===== config.mk =====
export PLATFORM = sky130hd
export DESIGN_NAME = banco_registradores_flat
export DESIGN_NICKNAME = d
export VERILOG_FILES = /design/src/rtl/banco_registradores_if.sv /design/src/rtl/banco_registradores.sv /design/src/flat_wrapper.sv
export SDC_FILE = /design/constraint.sdc
export NUM_CORES = 1
export LEC_CHECK = 0
export CORE_MARGIN = 1.5
export CORE_UTILIZATION = 50
export DETAILED_ROUTE_END_ITERATION = 12
export PLACE_DENSITY = 0.8
export SLEW_MARGIN = 40
export SYNTH_ARGS = -nofsm -noshare
export SYNTH_HDL_FRONTEND = slang
export SYNTH_SLANG_ARGS = --single-unit

===== constraint.sdc =====
create_clock -name clock -period 2 [get_ports clock]
set_input_delay 0.4 -clock clock [delete_from_list [all_inputs] [get_ports clock]]
set_output_delay 0.4 -clock clock [all_outputs]
set_load 0.02 [all_outputs]

===== src/rtl/banco_registradores_if.sv =====
// Operand-fetch bus for banco_registradores.
//   Write port : escrita_en, escrita_end, escrita_dado
//   Read request (upstream handshake) : leitura_val, leitura_pronta, end_a, end_b
//   Operand pair (downstream handshake) : saida_val, saida_pronta, entrada1, entrada2
// master = producer of writes/requests and consumer of operand pairs; slave = the register file.
interface banco_registradores_if #(
  parameter int unsigned LARGURA  = 32,
  parameter int unsigned END_BITS = 4
);
  logic                escrita_en;
  logic [END_BITS-1:0] escrita_end;
  logic [LARGURA-1:0]  escrita_dado;
  logic                leitura_val;
  logic                leitura_pronta;
  logic [END_BITS-1:0] end_a;
  logic [END_BITS-1:0] end_b;
  logic                saida_val;
  logic                saida_pronta;
  logic [LARGURA-1:0]  entrada1;
  logic [LARGURA-1:0]  entrada2;

  modport master (
    output escrita_en, escrita_end, escrita_dado,
    output leitura_val, end_a, end_b,
    input  leitura_pronta,
    input  saida_val, entrada1, entrada2,
    output saida_pronta
  );

  modport slave (
    input  escrita_en, escrita_end, escrita_dado,
    input  leitura_val, end_a, end_b,
    output leitura_pronta,
    output saida_val, entrada1, entrada2,
    input  saida_pronta
  );
endinterface


===== src/rtl/banco_registradores.sv =====
// banco_registradores: register file plus operand-fetch pipeline register feeding the Somador
// adder. Two source registers are read, captured into entrada1/entrada2 and handed downstream
// with a valid/ready handshake; one write port takes writeback results.
// Ports:
//   clock  - rising-edge clock
//   reset  - synchronous, active-high; clears all registers and the operand stage
//   bus    - banco_registradores_if.slave (write port, read request, operand pair)
// Configuration:
//   BANCO_BYPASS_EN - when defined, a same-cycle write to a source register is forwarded into
//                     the captured operand; otherwise the old value is captured.
module banco_registradores #(
  parameter int unsigned LARGURA  = 32,
  parameter int unsigned NUM_REGS = 16,
  parameter int unsigned END_BITS = 4
) (
  input logic                  clock,
  input logic                  reset,
  banco_registradores_if.slave bus
);

  logic [LARGURA-1:0] regs_q [NUM_REGS];
  logic               saida_val_q;
  logic [LARGURA-1:0] entrada1_q;
  logic [LARGURA-1:0] entrada2_q;

  logic               escrita_valida;
  logic               aceita;
  logic [LARGURA-1:0] leitura_a;
  logic [LARGURA-1:0] leitura_b;

  // Register 0 and out-of-range addresses are never written.
  assign escrita_valida = bus.escrita_en && (bus.escrita_end != '0) &&
                          (32'(bus.escrita_end) < NUM_REGS);

  assign bus.leitura_pronta = !saida_val_q || bus.saida_pronta;
  assign aceita             = bus.leitura_val && bus.leitura_pronta;

  // Register 0 and out-of-range addresses read as zero.
  always_comb begin
    leitura_a = '0;
    leitura_b = '0;
    if ((bus.end_a != '0) && (32'(bus.end_a) < NUM_REGS)) leitura_a = regs_q[bus.end_a];
    if ((bus.end_b != '0) && (32'(bus.end_b) < NUM_REGS)) leitura_b = regs_q[bus.end_b];
`ifdef BANCO_BYPASS_EN
    // Write-through forwarding; escrita_valida already excludes r0 and out-of-range targets.
    if (escrita_valida && (bus.escrita_end == bus.end_a)) leitura_a = bus.escrita_dado;
    if (escrita_valida && (bus.escrita_end == bus.end_b)) leitura_b = bus.escrita_dado;
`endif
  end

  always_ff @(posedge clock) begin
    if (reset) begin
      for (int i = 0; i < int'(NUM_REGS); i++) regs_q[i] <= '0;
    end else if (escrita_valida) begin
      regs_q[bus.escrita_end] <= bus.escrita_dado;
    end
  end

  // Operands are snapshots: once captured they only change on the next accept.
  always_ff @(posedge clock) begin
    if (reset) begin
      saida_val_q <= 1'b0;
      entrada1_q  <= '0;
      entrada2_q  <= '0;
    end else if (aceita) begin
      saida_val_q <= 1'b1;
      entrada1_q  <= leitura_a;
      entrada2_q  <= leitura_b;
    end else if (bus.saida_pronta) begin
      saida_val_q <= 1'b0;
    end
  end

  assign bus.saida_val = saida_val_q;
  assign bus.entrada1  = entrada1_q;
  assign bus.entrada2  = entrada2_q;

endmodule


===== src/flat_wrapper.sv =====
// flat-port wrapper written by rule: the top's interface ports become plain ports
module banco_registradores_flat 
#(
  parameter int unsigned LARGURA  = 32,
  parameter int unsigned NUM_REGS = 16,
  parameter int unsigned END_BITS = 4
)
  (clock, reset, bus_escrita_en, bus_escrita_end, bus_escrita_dado, bus_leitura_val, bus_end_a, bus_end_b, bus_leitura_pronta, bus_saida_val, bus_entrada1, bus_entrada2, bus_saida_pronta);
  banco_registradores_if #(.LARGURA(LARGURA), .END_BITS(END_BITS)) bus_i ();
  input logic clock;
  input logic reset;
  input wire logic [$bits(bus_i.escrita_en)-1:0] bus_escrita_en;
  input wire logic [$bits(bus_i.escrita_end)-1:0] bus_escrita_end;
  input wire logic [$bits(bus_i.escrita_dado)-1:0] bus_escrita_dado;
  input wire logic [$bits(bus_i.leitura_val)-1:0] bus_leitura_val;
  input wire logic [$bits(bus_i.end_a)-1:0] bus_end_a;
  input wire logic [$bits(bus_i.end_b)-1:0] bus_end_b;
  output wire logic [$bits(bus_i.leitura_pronta)-1:0] bus_leitura_pronta;
  output wire logic [$bits(bus_i.saida_val)-1:0] bus_saida_val;
  output wire logic [$bits(bus_i.entrada1)-1:0] bus_entrada1;
  output wire logic [$bits(bus_i.entrada2)-1:0] bus_entrada2;
  input wire logic [$bits(bus_i.saida_pronta)-1:0] bus_saida_pronta;
  assign bus_i.escrita_en = bus_escrita_en;
  assign bus_i.escrita_end = bus_escrita_end;
  assign bus_i.escrita_dado = bus_escrita_dado;
  assign bus_i.leitura_val = bus_leitura_val;
  assign bus_i.end_a = bus_end_a;
  assign bus_i.end_b = bus_end_b;
  assign bus_leitura_pronta = bus_i.leitura_pronta;
  assign bus_saida_val = bus_i.saida_val;
  assign bus_entrada1 = bus_i.entrada1;
  assign bus_entrada2 = bus_i.entrada2;
  assign bus_i.saida_pronta = bus_saida_pronta;
  banco_registradores #(.LARGURA(LARGURA), .NUM_REGS(NUM_REGS), .END_BITS(END_BITS)) u_core (.clock(clock), .reset(reset), .bus(bus_i));
endmodule

Word-level counts from Yosys, hierarchy flattened. Memory sizes are Yosys's and may differ from the RTL's. Cells that the tools add are included.

Register bits after elaboration: 65. Word-level logic and storage cells: 25. RAM bits: 512. Output and inout port bits: 66. Memories kept: 1. Input bits: 49.

Reductions and logical operators: 9. Multiplexer cells: 12.

Memories: u_core.regs_q (depth 16, bits a word 32, read ports 2, clocked after memory_dff 0, write ports 16, line banco_registradores.sv:21) `logic [LARGURA-1:0] regs_q [NUM_REGS];`.

Operator list (count): $mux W32 (3); $reduce_or A32 Y1 (1); $reduce_bool A4 Y1 (3); $mux W1 (8); $mux W4 (1); $logic_and A1 B1 Y1 (2); $reduce_bool A2 Y1 (1); $logic_not A1 Y1 (1); $logic_or A1 B1 Y1 (1).

Depth between registers and ports, before layout.
Depth after elaboration: 7. Gate-level depth with buffers: 6. Depth with buffers taken out: 4.

Least setup slack after synthesis. No wires, ideal clock.

Kind: in2reg. Start: input bus_end_b[1]. End: register u_core.entrada2_q[30] (netlist: u_core.bus.entrada2[30]). Stages on the path: 5. Arrival time: 1.973 ns. Buffers on the path: 2. Required time: 1.878 ns. Setup time: 0.122 ns. Setup slack: -0.095 ns. Cells stage by stage: clkbuf_1 -> buf_2 -> mux4_2 -> mux2_2 -> a221o_1.

Cells in the longest elaborated chain, start to end: 2. Elaborated cells between the ends (all ways): 3. Classes of those cells: 1 x mux; 1 x reduce/logical; 1 x memory.

Ends and longest elaborated chain: start, declared (line flat_wrapper.sv:17) `input wire logic [$bits(bus_i.end_b)-1:0] bus_end_b;`; $mem_v2 Z16 W32 or $reduce_bool A4 Y1 (tied branches); $mux W32 * (line banco_registradores.sv:43) `if ((bus.end_b != '0) && (32'(bus.end_b) < NUM_REGS)) leitura_b = regs_q[bus.end_b];`; end signal, assigned (line banco_registradores.sv:68) `entrada2_q <= leitura_b;`; end, declared (line banco_registradores.sv:24) `logic [LARGURA-1:0] entrada2_q;`.

Mark *: on every way between the ends. The rest lies on a longest branch, timed or not. A chain may end at the register's enable or synchronous reset.

Worst setup path in the final report.
Start: register u_core.entrada2_q[25] (netlist: u_core.bus.entrada2[25]). End: output bus_entrada2[25].

RTL lines: end, declared (line flat_wrapper.sv:21) `output wire logic [$bits(bus_i.entrada2)-1:0] bus_entrada2;`.

No word-level cell between the ends.

==> run_results.csv <==
group,metric,value,unit
setup_path,crit_fanout,2,
timing,fin_hold_ws,0.366,ns
placed_design,globalplace.congestion,0.878,
placed_design,dpl.cell_count,2699,
yosys,yosys_warnings,0,
timing,worstMarginPinSlew,0.588,ns
setup_path,path_delay_family,"buffers and inverters",
pwr,power.density,861,nW/um2
clocking,path_clk_slew,0.06,ns
placed_design,hpwlAfterDp,54.1,mm
final_layout,num_antenna_cells,0,
pwr,p_leak,12.6,nW
setup_path,crit_slowest_cell,"clkdlybuf4s50_1",
timing,relSlewSlack,60.7,%
route,drt.antenna.violating_nets,0,
setup_path,worst-endpoint-arrival,1.57,ns
route,vias,18127,
timing,finalCritPeriodShare,98.7,%
setup_path,setup.worst_path.end_class,"output pin",
yosys,syn_area,28700,um2
die,die-area,58800,um2
route,firstDrtPassIters,6,
global_routing,antenna_found_initial,1,
final_layout,nFillCells,3915,
clocking,tritoncts,"yes",
route,wl,83.4,mm
global_routing,grt_pass1_vias,18642,
global_routing,gr-total-overflow,0,
die,rows,87,
pwr,ir_drop,763,uV
yosys,synthArstFlopShare,0,%
worst_hold_path,worstHoldPathType,"input pin to register",
clocking,clockBufferDepth,3,
die,die_width,242,um
global_routing,grt_max_degree,43,
setup_path,start_kind,"register",
yosys,syn_area_per_cell,16.0,um2
route,routedWlPerCell,29.7,um
setup_path,crit_chain,"clkdlybuf4s50_1",
yosys,ys.flop_type,"edfxtp_1",
route,drc_errors,0,
yosys,yosysTopAreaCell,"edfxtp_1",
clocking,cts_num_sinks,577,
yosys,netlist.area_leader.share,53.6,%
setup_path,crit_required,1.60,ns
clocking,h-tree-depth,2,
final_layout,syn_to_final_growth,19.6,%
die,die_h,242,um
yosys,ys_seq_area_share,58.2,%
timing,fin_crit,1.97,ns
die,core,56500,um2
setup_path,path_buf_inv,1,
yosys,synth_cell_types,24,
timing,setup_viol,0,
setup_path,crit_type,"register to output pin",
timing,clock_skew,0.0281,ns
clocking,cts_root_buf,"clkbuf_16",
global_routing,grt_usage,28.6,%
yosys,synthCells,1789,
final_layout,final_cells,2804,
setup_path,max_stage_delay,0.61,ns
route,viasPerCell,6.46,
final_layout,drive_gt1_share,30.8,%
placed_design,port_buffers,114,
timing,fmax,506,MHz
die,ios,115,
yosys,synth_area_leaders,"edfxtp_1 (54%), mux4_2 (20%), and2_1 (10%)",
final_layout,fin_nets,2050,
timing,final_max_slew_viol_count,0,
global_routing,grt_first_pass_wirelength,123,mm
timing,hold_viol,0,
die,start_util,50.7,%
job,max-cap-violations,0,
route,drt_iter0_drc,2437,
clocking,clock_latency,0.63,ns
yosys,ys_seq_elements,577,
yosys,synth-edff-count,512,
clocking,cts_buffers,56,
run_status,status,"finished clean",
## what timing repair did
action	4_1_cts	5_1_grt
setup buffers	0	0
hold buffers	0	0
pin swaps	0	0
endpoints found under the hold margin	0	0
endpoints found under the setup margin	35	15
resized for setup	35	15
## cell usage in the layout, fill, tap and decap left out, types with 13 or more instances in the layout
| cell type | synthesis | layout |
|---|---|---|
| clkbuf_16 | 0 | 58 |
| edfxtp_1 | 512 | 512 |
| nor2_1 | 76 | 64 |
| and2_1 | 480 | 480 |
| buf_4 | 3 | 125 |
| mux2i_1 | 64 | 64 |
| dlygate4sd2_1 | 0 | 35 |
| dlymetal6s2s_1 | 0 | 15 |
| a221o_1 | 64 | 64 |
| clkdlybuf4s50_1 | 0 | 57 |
| conb_1 | 1 | 32 |
| mux2_2 | 64 | 64 |
| dfxtp_1 | 65 | 65 |
| mux4_2 | 256 | 256 |
| clkinv_2 | 0 | 13 |
| buf_12 | 0 | 57 |
| or2_2 | 15 | 15 |
## layer usage
| layer | wire length (um) | vias to the layer above | track usage, % |
|---|---|---|---|
| met5 | 0 | - | 0 |
| met4 | 3250 | 0 | 12.0 |
| met3 | 10100 | 233 | 6.89 |
| met2 | 39600 | 1383 | 45.6 |
| met1 | 30400 | 9211 | 37.9 |
| li1 | - | 7300 | - |
## flip-flops by register name (all words and copies together) (netlist names)
| name | cells |
|---|---|
| u_core.bus.entrada2 | 32 |
| u_core.bus.entrada1 | 32 |
| u_core.regs_q | 512 |
| u_core.bus.saida_val | 1 |
## Yosys cell counts, types with 2 or more instances
cell type	number
clkbuf_1	121
mux2_2	64
nand2_1	2
a221o_1	64
nor3_1	7
buf_6	3
buf_2	27
dfxtp_1	65
mux2i_1	64
or2_2	15
edfxtp_1	512
nor2_1	76
buf_1	16
mux4_2	256
nand2b_1	4
buf_4	3
nand4b_1	3
and2_1	480
a21oi_1	2
## layout make-up
type	count	area, um2	area share, %
clock buffers	67	1510	4.39
clock inverters	38	507	1.48
inverters	1	3.75	0.0109
multi-input cells	1072	11500	33.4
flip-flops and latches	577	16700	48.6
well taps	756	946	2.76
repair buffers	293	3190	9.29
## per-stage QoR
stage          setup TNS, ns  total power, mW  cell area [um2]  setup slack [ns]  util, %
3_3_place_gp         -171.78             18.0            32300            -0.371     57.1
3_5_place_dp         -171.15             18.1            32300            -0.365     57.1
4_1_cts                    0             29.5            34300         0.0000508     60.6
5_1_grt             -0.00951             30.2            34300          -0.00951     60.7
2_1_floorplan          -1.63             16.5            28800           -0.0528        -
6_report                   0             29.5            34300            0.0250     60.7
## cell families after synthesis
logic type | count (synthesis) | synth area share [%]
AND/OR/NAND/NOR | 590 | 12.2
flip-flops | 577 | 58.2
multiplexers | 384 | 24.9
buffers and inverters | 171 | 2.47
AO/OA/AOI/OAI | 66 | 2.27
other | 1 | 0.0131
## worst reg2reg max path: stages, from the launching register on
cell and delay [ns]:
edfxtp_1 0.44, mux4_2 0.50, mux2_2 0.29, a221o_1 0.33
## report_power, final
group | internal, mW | total, mW | switching (mW)
logic | 1.82 | 3.48 | 1.66
clock network | 6.91 | 11.6 | 4.69
registers | 13.9 | 14.4 | 0.558
total | 22.6 | 29.5 | 6.91
## worst paths after layout
path	slack (ns)	endpoint	startpoint	cells after the start
max	0.03	bus_entrada2[25]	u_core.bus.entrada2[25]	1
min reg2reg	0.48	u_core.bus.entrada2[3]	u_core.bus.entrada2[3]	1
max reg2reg	0.33	u_core.bus.entrada1[17]	u_core.regs_q[11][17]	3
min	0.37	u_core.bus.entrada1[21]	bus_end_a[1]	4
No activity file was read; power rests on OpenSTA's default activity.
